`src/rtl/tug_key_pulser.sv`:
```
// Tug-of-war player input front end: two raw active-low pushbuttons become
// clean single-cycle move pulses L and R, suppressed while enable is low.

module tug_key_pulser_chan #(
  parameter int DB_CYCLES = 4,
  parameter int CNT_W     = 4
) (
  input  logic clk,
  input  logic reset,
  input  logic key_n,
  input  logic enable,
  output logic o_pulse
);

  // state       | meaning
  // ST_IDLE     | key released and accepted as released
  // ST_DB_PRESS | key seen pressed, counting stable pressed samples
  // ST_HELD     | press accepted, waiting for release (no auto-repeat)
  // ST_DB_REL   | key seen released, counting stable released samples
  typedef enum logic [1:0] {
    ST_IDLE     = 2'd0,
    ST_DB_PRESS = 2'd1,
    ST_HELD     = 2'd2,
    ST_DB_REL   = 2'd3
  } state_t;

  localparam logic [CNT_W-1:0] CNT_LAST = CNT_W'(DB_CYCLES - 1);
  localparam logic [CNT_W-1:0] CNT_ONE  = CNT_W'(1);

  logic             r_sync1;
  logic             r_sync2;
  state_t           r_state;
  logic [CNT_W-1:0] r_cnt;
  logic             r_pulse;

  logic             w_pressed;
  state_t           w_state_nxt;
  logic [CNT_W-1:0] w_cnt_nxt;
  logic             w_pulse_nxt;

  // Synchronizer resets to the released level so a key held through reset
  // is seen as a fresh press afterwards.
  always_ff @(posedge clk or negedge reset) begin
    if (!reset) begin
      r_sync1 <= 1'b1;
      r_sync2 <= 1'b1;
    end else begin
      r_sync1 <= key_n;
      r_sync2 <= r_sync1;
    end
  end

  assign w_pressed = ~r_sync2;

  always_ff @(posedge clk or negedge reset) begin
    if (!reset) begin
      r_state <= ST_IDLE;
      r_cnt   <= '0;
      r_pulse <= 1'b0;
    end else begin
      r_state <= w_state_nxt;
      r_cnt   <= w_cnt_nxt;
      r_pulse <= w_pulse_nxt;
    end
  end

  always_comb begin
    w_state_nxt = r_state;
    w_cnt_nxt   = '0;
    w_pulse_nxt = 1'b0;
    case (r_state)
      ST_IDLE: begin
        if (w_pressed) begin
          w_state_nxt = ST_DB_PRESS;
          w_cnt_nxt   = CNT_ONE;
        end
      end
      ST_DB_PRESS: begin
        if (!w_pressed) begin
          w_state_nxt = ST_IDLE;
        end else if (r_cnt == CNT_LAST) begin
          w_state_nxt = ST_HELD;
          w_pulse_nxt = enable;
        end else begin
          w_cnt_nxt = r_cnt + CNT_ONE;
        end
      end
      ST_HELD: begin
        if (!w_pressed) begin
          w_state_nxt = ST_DB_REL;
          w_cnt_nxt   = CNT_ONE;
        end
      end
      ST_DB_REL: begin
        // A pressed sample here is release bounce: back to HELD, no pulse.
        if (w_pressed) begin
          w_state_nxt = ST_HELD;
        end else if (r_cnt == CNT_LAST) begin
          w_state_nxt = ST_IDLE;
        end else begin
          w_cnt_nxt = r_cnt + CNT_ONE;
        end
      end
      default: begin
        w_state_nxt = ST_IDLE;
      end
    endcase
  end

  assign o_pulse = r_pulse;

endmodule

module tug_key_pulser #(
  parameter int DB_CYCLES = 4,
  parameter int CNT_W     = 4
) (
  input  logic clk,
  input  logic reset,
  input  logic key_l_n,
  input  logic key_r_n,
  input  logic enable,
  output logic L,
  output logic R
);

  logic w_pulse_l;
  logic w_pulse_r;

  tug_key_pulser_chan #(
    .DB_CYCLES (DB_CYCLES),
    .CNT_W     (CNT_W)
  ) u_chan_l (
    .clk     (clk),
    .reset   (reset),
    .key_n   (key_l_n),
    .enable  (enable),
    .o_pulse (w_pulse_l)
  );

  tug_key_pulser_chan #(
    .DB_CYCLES (DB_CYCLES),
    .CNT_W     (CNT_W)
  ) u_chan_r (
    .clk     (clk),
    .reset   (reset),
    .key_n   (key_r_n),
    .enable  (enable),
    .o_pulse (w_pulse_r)
  );

  assign L = w_pulse_l;
  assign R = w_pulse_r;

endmodule

```
`config.mk`:
```
export PLATFORM = sky130hd
export DESIGN_NAME = tug_key_pulser
export DESIGN_NICKNAME = d
export VERILOG_FILES = /design/src/rtl/tug_key_pulser.sv
export SDC_FILE = /design/constraint.sdc
export NUM_CORES = 1
export LEC_CHECK = 0
export CORE_AREA = 2 2 39 41
export DETAILED_ROUTE_END_ITERATION = 6
export DIE_AREA = 0 0 41 43
export PLACE_DENSITY_LB_ADDON = 0.05
export SLEW_MARGIN = 20
export SYNTH_ARGS = -nofsm -noshare
export SYNTH_HDL_FRONTEND = slang
export SYNTH_SLANG_ARGS = --single-unit
```
`constraint.sdc`:
```
create_clock -name clk -period 2.15 [get_ports clk]
set_input_delay 0.3225 -clock clk [delete_from_list [all_inputs] [get_ports clk]]
set_output_delay 0.3225 -clock clk [all_outputs]
set_load 0.01 [all_outputs]
```
Yosys cells after proc, flatten, opt, wreduce, memory -nomap -nowiden
Index checks and enable logic that the tools add are counted.

storage, ports and cells
  bits in registers = 18
  output and inout bits = 2

operators by class
  add/subtract/negate cells = 2
  equal/unequal tests = 16
  muxes and demuxes = 32
  reductions and logical operators = 4

operators by type and width
  kind                                                 count
  one-hot mux 4 bit (4 select lines)                   2
  2-to-1 mux 2 bit                                     12
  2-to-1 mux 4 bit                                     6
  one-hot mux 2 bit (4 select lines)                   2
  2-to-1 mux 1 bit                                     10
  adder 4 x 1 -> 4 bit, second input constant          2
  equality test 2 bit, second input constant           4
  equality test 4 x 2 -> 1 bit, second input constant  2
  AND reduction 4 bit                                  2
  != test 3 x 1 -> 1 bit, second input constant        2
  != test 3 bit, second input constant                 2
  equality test 2 x 1 -> 1 bit, second input constant  2
  zero test 2 bit                                      2
  != test 2 x 1 -> 1 bit, second input constant        2
  != test 2 bit, second input constant                 2

Longest topological paths before layout
Gate-level depths: netlist of the first run.

  word-level depth = 4
  depth in mapped cells = 4
  depth with buffers taken out = 4

By module
From an unflattened synthesis of the first run, not the netlist that was laid out.

second synthesis, totals
  cell total of the unflattened synthesis = 50
  area, all modules = 723.2 µm²

by module, submodules not included
  module               times used  cells an instance  area each (µm²)
  tug_key_pulser_chan  2           25                 361.6

Worst setup path after synthesis of the first run
Ideal clock, no wire load.

  path type = reg2reg
  from = register u_chan_l.r_cnt[0]
  to = register u_chan_l.r_cnt[0]
  setup time = 0.078 ns
  data arrival time = 1.024 ns
  required time = 2.072 ns
  path slack = 1.048 ns
  stages on the path, launching flop included = 5
  clock period less this slack = 1.102 ns
  cells stage by stage = dfrtp_1 > ha_1 > and4bb_4 > nor2b_4 > a21boi_1

on the way
  cells in the longest elaborated chain, start to end = 4

ends and longest elaborated chain
  item                                                                         line    RTL
  from (decl)                                                                  33      logic [CNT_W-1:0] r_cnt;
  from (signal assigned)                                                       62      r_cnt <= w_cnt_nxt;
  adder 4 x 1 -> 4 bit / equality test 4 x 2 -> 1 bit (equally long branches)  n/a
  2-to-1 mux 4 bit *                                                           81, 98
  2-to-1 mux 4 bit (on tied branches)                                          96, 79
  one-hot mux 4 bit (4 select lines) *                                         71      case (r_state)
  net u_chan_l.w_cnt_nxt[0]                                                    38      logic [CNT_W-1:0] w_cnt_nxt;

Mark *: on every way through the listed nets, which the timed path passes. The rest lies on a longest branch.
A chain may end at the register's enable or synchronous reset.

Worst setup path in the final report of the first run
  from = register u_chan_r.r_pulse, in the netlist u_chan_r.o_pulse
  to = output R

RTL lines
  item                    line  RTL
  from (decl)             34    logic r_pulse;
  from (signal assigned)  63    r_pulse <= w_pulse_nxt;
  to (decl)               124   output logic R

No word-level cell between the ends.

==> results, run 1 <==
- The clock insertion delay at the later pin of the skew report is 0.28 ns.
- The share of synthesized registers carrying an async set or reset is 1.00.
- The worst IR drop on VDD is 0.440 mV.
- Data on the critical path is required at its endpoint by 1.83 ns.
- For the final database, setup skew stands at 0.000780 ns.
- The number of buffers added by the clock tree synthesis step is 3.
- Dividing the detail-routed via count by the number of cells gives 5.36.
- The fmax is 681 MHz.
- Sorting the synthesized cells by how often they occur yields 14 x dfrtp_1, 4 x dfstp_2, 4 x nor2_1.
- Counting both buffers and inverters, the worst setup path holds a total of 1.
- The slew at the pin closest to its max-slew limit is 0.762 ns.
- The accumulated negative setup slack is 0 ns.
- The capturing element type of the critical path is an output port.
- The area growth from synthesis to layout is 14.6%.
- For this run, global-route usage on met2 was measured as 0.209.
- The top-level port count is 7.
- The run finished with clean final reports.
- Power comes to 0.819 mW.
- The netlist area before placement is 703 um2.
- In the final layout, the share of cells above drive strength 1 is 0.183.
- The max-slew violation count is 0.
- The number of nets produced by synthesis is 58.
- Among all stages on the critical path, the largest delay is contributed by clkdlybuf4s50_1.
- The number of antenna violations at the first check in global routing is 0.
- After routing the design area is 806 um2.
- For this run, global-route usage on met3 was measured as 0.0314.
- The source of the worst hold timing path is u_chan_l.r_sync1.
- The final wirelength is 955 um.
- The H-tree depth is 1.
- The most common cell in the synthesized netlist is dfrtp_1.
- Of the total synthesized cell area, the portion taken by XOR and XNOR cells is 0.0605.
- The arithmetic-cell share of the synthesized area counting full adders, half adders and majority gates is 0.0356.
- The floorplan step defined a die boundary enclosing 1760 um2.
- For this run, global-route usage on met1 was measured as 0.214.
- Dividing the final minimum period by the clock period gives 0.683.
- Dividing the detail-routed wire length by the instance count gives 12.6 um.
- The setup path with the least slack is of type flip-flop to output port.
- After synthesis, the cell types taking the most area are dfrtp_1 50%, dfstp_2 15%, ha_1 3.6%, and3_1 2.7%, xor2_1 2.5%.
- Along the worst path, the maximum fanout reaches 1.
- The number of buffers inserted to repair setup after CTS is 0.
- Traced cell by cell, the critical path runs through clkdlybuf4s50_1.
- The final count of negative-setup-slack endpoints is 0.
- The total of cells resized after clock tree synthesis is 0.
- The Yosys warning count is 0.
- The leakage power is 0.357 nW.
- Port buffering added 6 buffers.
- The slack of the critical path is 0.682 ns.
- The count of nets left with antenna violations once routing finished came out at 0.
- The biggest area contributor in the post-synthesis netlist is dfrtp_1.
- The most instantiated flip-flop cell in the synthesis netlist is dfrtp_1.
- In this run, synthesis inferred 0 flip-flops with an integrated enable.
- In this run, the number of DRC markers left after iteration 0 of detailed routing was 1.
- Entering global routing, the biggest net connects 19 pins.
- The via total after detailed routing is 407.
- The tree built by TritonCTS fans out to 18 sinks.
- Of the total synthesized cell area, the portion taken by AND, OR, NAND and NOR gates is 0.206.
- Excluding fillers, the count of instances in the completed layout stands at 76.
- The register bit count reported by yosys is 18.
- The main combinational cell family by area after synthesis is simple AND/OR/NAND/NOR gates.
- The final hold violation count came to 0.
- Across all register-to-register paths, the minimum setup slack is 0.96 ns.
- Counting every instance in the synthesized netlist gives 51.
- The worst register-to-register path begins at u_chan_l.r_cnt[0].
- The first-pass GRT wire length is 1.79 mm.
- STA classifies the critical path startpoint as a flip-flop.
- The die is 41 um wide.
- For this run, the detailed router's first-pass iteration total came to 4.
- The number of different library cells used by synthesis comes to 21.
- The worst pin sits at a relative slew slack of 0.490.
- For this run, the post-layout net count is 69.
- The share of the yosys chip area belonging to registers is 0.648.
- The area of the core is 1380 um2.
- The worst min-delay path category is flip-flop to flip-flop.
- The largest stage delay on the critical path is 0.53 ns.
- The DRC violations left is 0.
- The initial utilization of the core area, before any placement, comes to 0.508.
- The clock tree from TritonCTS is done.
- The floorplan die height is 43 um.
- The quantity of hold-fixing buffers added after cts is 0.
- The critical path starts at u_chan_r.o_pulse.
- Clock-pin slew was measured on the worst setup and hold paths at 0.09 ns.
- The total instance count after detailed placement is 73.
- The signal arrival time at the worst endpoint is 1.15 ns.
- The clock root buffer is clkbuf_4.
- met1 is the most crowded layer.
- The antenna diode instance count is 0.
- The worst setup slack after placement is 0.833 ns.
- The maximum root-to-sink buffer count is 2.
- The clock period minus worst slack is 1.47 ns.
- The via count of the first global-routing pass is 426.
- The global-route usage over all layers is 0.153.
- Of the post-synthesis cell area, the dominant cell type holds 0.498.
- Setup repair after global routing left no endpoint under its margin.
- The post-placement cell area is 783 um2.
- The average instance area after synthesis is 13.8 um2.
- Across the run, the number of max-cap violations was 0.
- The number of fillers in the final layout is 112.
- Routability-driven placement finished with a final weighted congestion of 0.596.
- The multiplexer share of the synthesized area is 0.
- Global routing finished with a remaining overflow of 0.
- The power density relative to cell area is 1020 nW/um2.
- The HPWL after detailed placement is 727 um.
- The largest delay contributor family on the critical path is buffers and inverters.
- The number of placement rows is 14.
- The post-synthesis compound-gate area fraction was 0.0498.
[area by class of cell]
type / instances / area [um2] / area share
multi-input cells: 33 / 248 / 0.307
flip-flops and latches: 18 / 455 / 0.565
clock buffers: 3 / 22.5 / 0.0280
repair buffers: 6 / 60.1 / 0.0745
well taps: 16 / 20.0 / 0.0248
[kinds of logic (layout without fill, tap and decap cells)]
family / Yosys count / after routing
AND/OR/NAND/NOR: 21 / 21
flip-flops: 18 / 18
AO/OA/AOI/OAI: 6 / 6
XOR/XNOR: 4 / 4
adder cells (fa/ha/maj): 2 / 2
buffers and inverters: 0 / 9
[stage by stage]
stage / util / hold WS [ns]
final: 0.582 / 0.359
after global routing: 0.582 / 0.370
after CTS: 0.582 / 0.361
after detailed placement: 0.566 / 0.347
after global placement: 0.566 / 0.349
after floorplan: - / 0.0269
[routing by layer]
layer  vias up  routed length (um)  part of all wire
met4         0                   0                 0
met2         8                 511              0.54
met3         0                  28             0.029
li1        195                   -                 -
met5         -                   0                 0
met1       204                 415              0.43
[path summary, 6_finish.rpt]
path	to	cells after the start
worst max-delay path	R	1
worst min-delay path	u_chan_l.r_sync2	0
max in group asynchronous	async pin	1
min in group asynchronous	u_chan_l.r_cnt[3]	1
worst min register to register	u_chan_l.r_sync2	0
worst max register to register	u_chan_l.r_cnt[0]	4
[cell usage in the layout (no fill, tap or decap), drive strengths merged, types with 3 or more instances in the layout]
| cell type | count |
|---|---|
| a21oi | 3 |
| nand2 | 3 |
| clkbuf | 3 |
| and3 | 3 |
| dfstp | 4 |
| nor2 | 4 |
| dfrtp | 14 |
| clkdlybuf4s50 | 6 |
[where the power goes]
group / total, mW / switching, mW / internal (mW) / leakage [nW]
sequential: 0.485 / 0.0659 / 0.419 / 0.225
combinational: 0.181 / 0.0817 / 0.0997 / 0.117
clock: 0.152 / 0.0873 / 0.0649 / 0.0138
total: 0.819 / 0.235 / 0.584 / 0.357
No activity file was read; power rests on OpenSTA's default activity.
==> run 2, diff against run 1 <==
Settings changed: CORE_AREA 2 2 39 41 to not set, CORE_MARGIN set to 1.5, CORE_UTILIZATION set to 47, DIE_AREA 0 0 41 43 to not set.
Clock period 2.15 ns to 1.3 ns, I/O delays scaled along.
==> results, run 2 (synthesis results as in run 1) <==
- The clock share of power is 0.235.
- Setup repair after global routing left no endpoint under its margin.
- The clock tree skew after final layout is 0.0149 ns.
- The power density relative to cell area is 1760 nW/um2.
- The run finished with clean final reports.
- The power spent charging and discharging nets is 0.417 mW.
- The port buffer count is 6.
- The ratio of cells with drive above 1 in the final layout is 0.210.
- The analysis attributes to cell leakage a power of 0.378 nW.
- The final count of negative-setup-slack endpoints is 0.
- The number of sinks driven by the clock tree is 18.
- Setup total negative slack on the finished layout was measured at 0 ns.
- The total congestion overflow is 0.
- In this run the number of H-tree levels came out at 1.
- STA classifies the critical path endpoint as a flip-flop.
- For this configuration, the core starts out at a cell density of 0.521.
- The core region is 1350 um2.
- The die is 41.7 um tall.
- The classification of the worst setup path is flip-flop to flip-flop.
- Static timing analysis puts the maximum clock frequency at 815 MHz.
- The number of buffer and inverter stages on the critical path is 0.
- From left edge to right edge, the die measures 41.7 um.
- The signal arrival time at the worst endpoint is 1.42 ns.
- For this run, the total global-route usage over all layers was measured as 0.162.
- The largest delay contributor family on the critical path is simple AND/OR/NAND/NOR gates.
- The switching power share of the total is 0.288.
- The largest fanout on the critical path is 4.
- The largest stage delay on the critical path is 0.38 ns.
- The share of total power dissipated in sequential elements is 0.556.
- The library cells used most frequently in the layout, excluding fill and tap cells, are 14 x dfrtp_1, 4 x nor2_1, 4 x clkdlybuf4s50_1, 4 x dfstp_2.
- The clock insertion delay at the later pin of the skew report is 0.30 ns.
- The worst-case IR drop observed on VDD is 0.826 mV.
- 0 antenna diodes ended up in the layout.
- STA classifies the critical path startpoint as a flip-flop.
- TritonCTS built the clock tree.
- The total instance count after detailed placement is 73.
- The most common cell after layout, fill and taps aside is dfrtp_1.
- Cell internal power was estimated by the tool at 1.03 mW.
- The number of antenna violations at the first check in global routing was 0.
- The number of hold buffers added after CTS was 0.
- The combinational fraction of design power is 0.209.
- The final layout contains routed wiring with a total length of 1.08 mm.
- The clock period minus worst slack is 1.23 ns.
- The longest clock path from root to sink contains 2 buffers.
- The slew at the pin closest to its max-slew limit is 0.279 ns.
- From synthesis to final layout, the design area changed by 17.1%.
- The max-slew violation count came to 0.
- For this block, the initial DRC count from the detailed router was 1.
- The via count of the first global-routing pass is 456.
- The floorplan has 13 rows.
- Before antenna repair, the detailed router went through 2 iterations.
- After clock tree synthesis, the clock-pin slew on the worst setup and hold paths is 0.11 ns.
- The critical path's slowest cell is dfrtp_1.
- For the worst setup path, the data required time is 1.49 ns.
- The via density per instance is 5.35.
- The average wire per cell in the routed design is 14.0 um.
- The final RePlAce weighted congestion is 0.611.
- The final standard cell count with taps included and fillers excluded is 77.
- After filler insertion, the fill cell instance count of the layout stands at 119.
- The tree is rooted in a clkbuf_4.
- Across the run, the number of max-cap violations was 0.
- For this run, design rule violations remaining after detail routing come to 0.
- Headroom to the max-slew limit came out at 0.813.
- The first global-routing pass estimated 2.00 mm of wire.
- The final hold violation count is 0.
- Entering global routing, the biggest net connects 19 pins.
- For this block, the via count after detailed routing is 412.
- The count of nets left with antenna violations once routing finished came out at 0.
- The worst min-delay path category is input pin to async pin.
- The area of the die is 1740 um2.
- The number of buffers inserted to repair setup after CTS is 0.
- TritonCTS created 3 clock buffers.
- Walking the worst path, the cells encountered are ha_1, nand4bb_1, nor4b_2.
- The top-level port count is 7.
- The final net count is 70.
- Of the available clock period, the critical path in the final layout requires 0.944.
- Gates resized during post-CTS repair numbered 2.
run 2: power by group through the flow:
stage | sequential (mW) | combinational, mW | clock (mW)
5_1_grt | 0.826 | 0.349 | 0.377
2_1_floorplan | 0.790 | 0.227 | 0
6_report | 0.804 | 0.302 | 0.340
4_1_cts | 0.806 | 0.309 | 0.353
3_3_place_gp | 0.798 | 0.271 | 0
3_5_place_dp | 0.818 | 0.309 | 0
run 2: worst reg2reg max path, stage by stage, from the launching register on:
cell and delay, ns:
dfrtp_1 0.38, ha_1 0.20, nand4bb_1 0.23, nor4b_2 0.32
run 2: path summary, 6_finish.rpt:
| path | startpoint | slack [ns] | end | cells past startpoint |
|---|---|---|---|---|
| hold reg to reg | u_chan_l.r_sync1 | 0.35 | u_chan_l.r_sync2 | 0 |
| hold / removal | reset | 0.21 | u_chan_l.r_cnt[2] | 2 |
| max in group asynchronous | reset | 0.82 | u_chan_r.r_sync1 | 2 |
| setup reg to reg | u_chan_r.r_cnt[0] | 0.07 | u_chan_r.o_pulse | 3 |
| min in group clk | key_l_n | 0.31 | u_chan_l.r_sync1 | 1 |
| setup / recovery | u_chan_r.r_cnt[0] | 0.07 | u_chan_r.o_pulse | 3 |
run 2: stage by stage:
stage / setup WS, ns / instance area (um2) / hold slack, ns / power, mW / util
CTS: 0.0803 / 823 / 0.210 / 1.47 / 0.610
global route: 0.00353 / 823 / 0.233 / 1.55 / 0.610
global placement: 0.179 / 790 / 0.349 / 1.07 / 0.585
finish: 0.0734 / 823 / 0.207 / 1.45 / 0.610
detailed placement: 0.111 / 790 / 0.354 / 1.13 / 0.585
floorplan: 0.198 / 703 / -0.101 / 1.02 / -
run 2: layout make-up:
type                            instances  area [um2]  share of cell area
Multi-Input combinational cell         33         248               0.301
Tap cell                               15        18.8              0.0228
Timing Repair Buffer                    7        65.1              0.0790
Sequential cell                        18         455               0.553
Clock buffer                            4        36.3              0.0441
run 2: per-layer routing:
layer,share of wire,GRT usage
met2,0.55,0.263
met3,0.048,0.0739
met5,0,0
met1,0.39,0.175
met4,0.015,0.0839
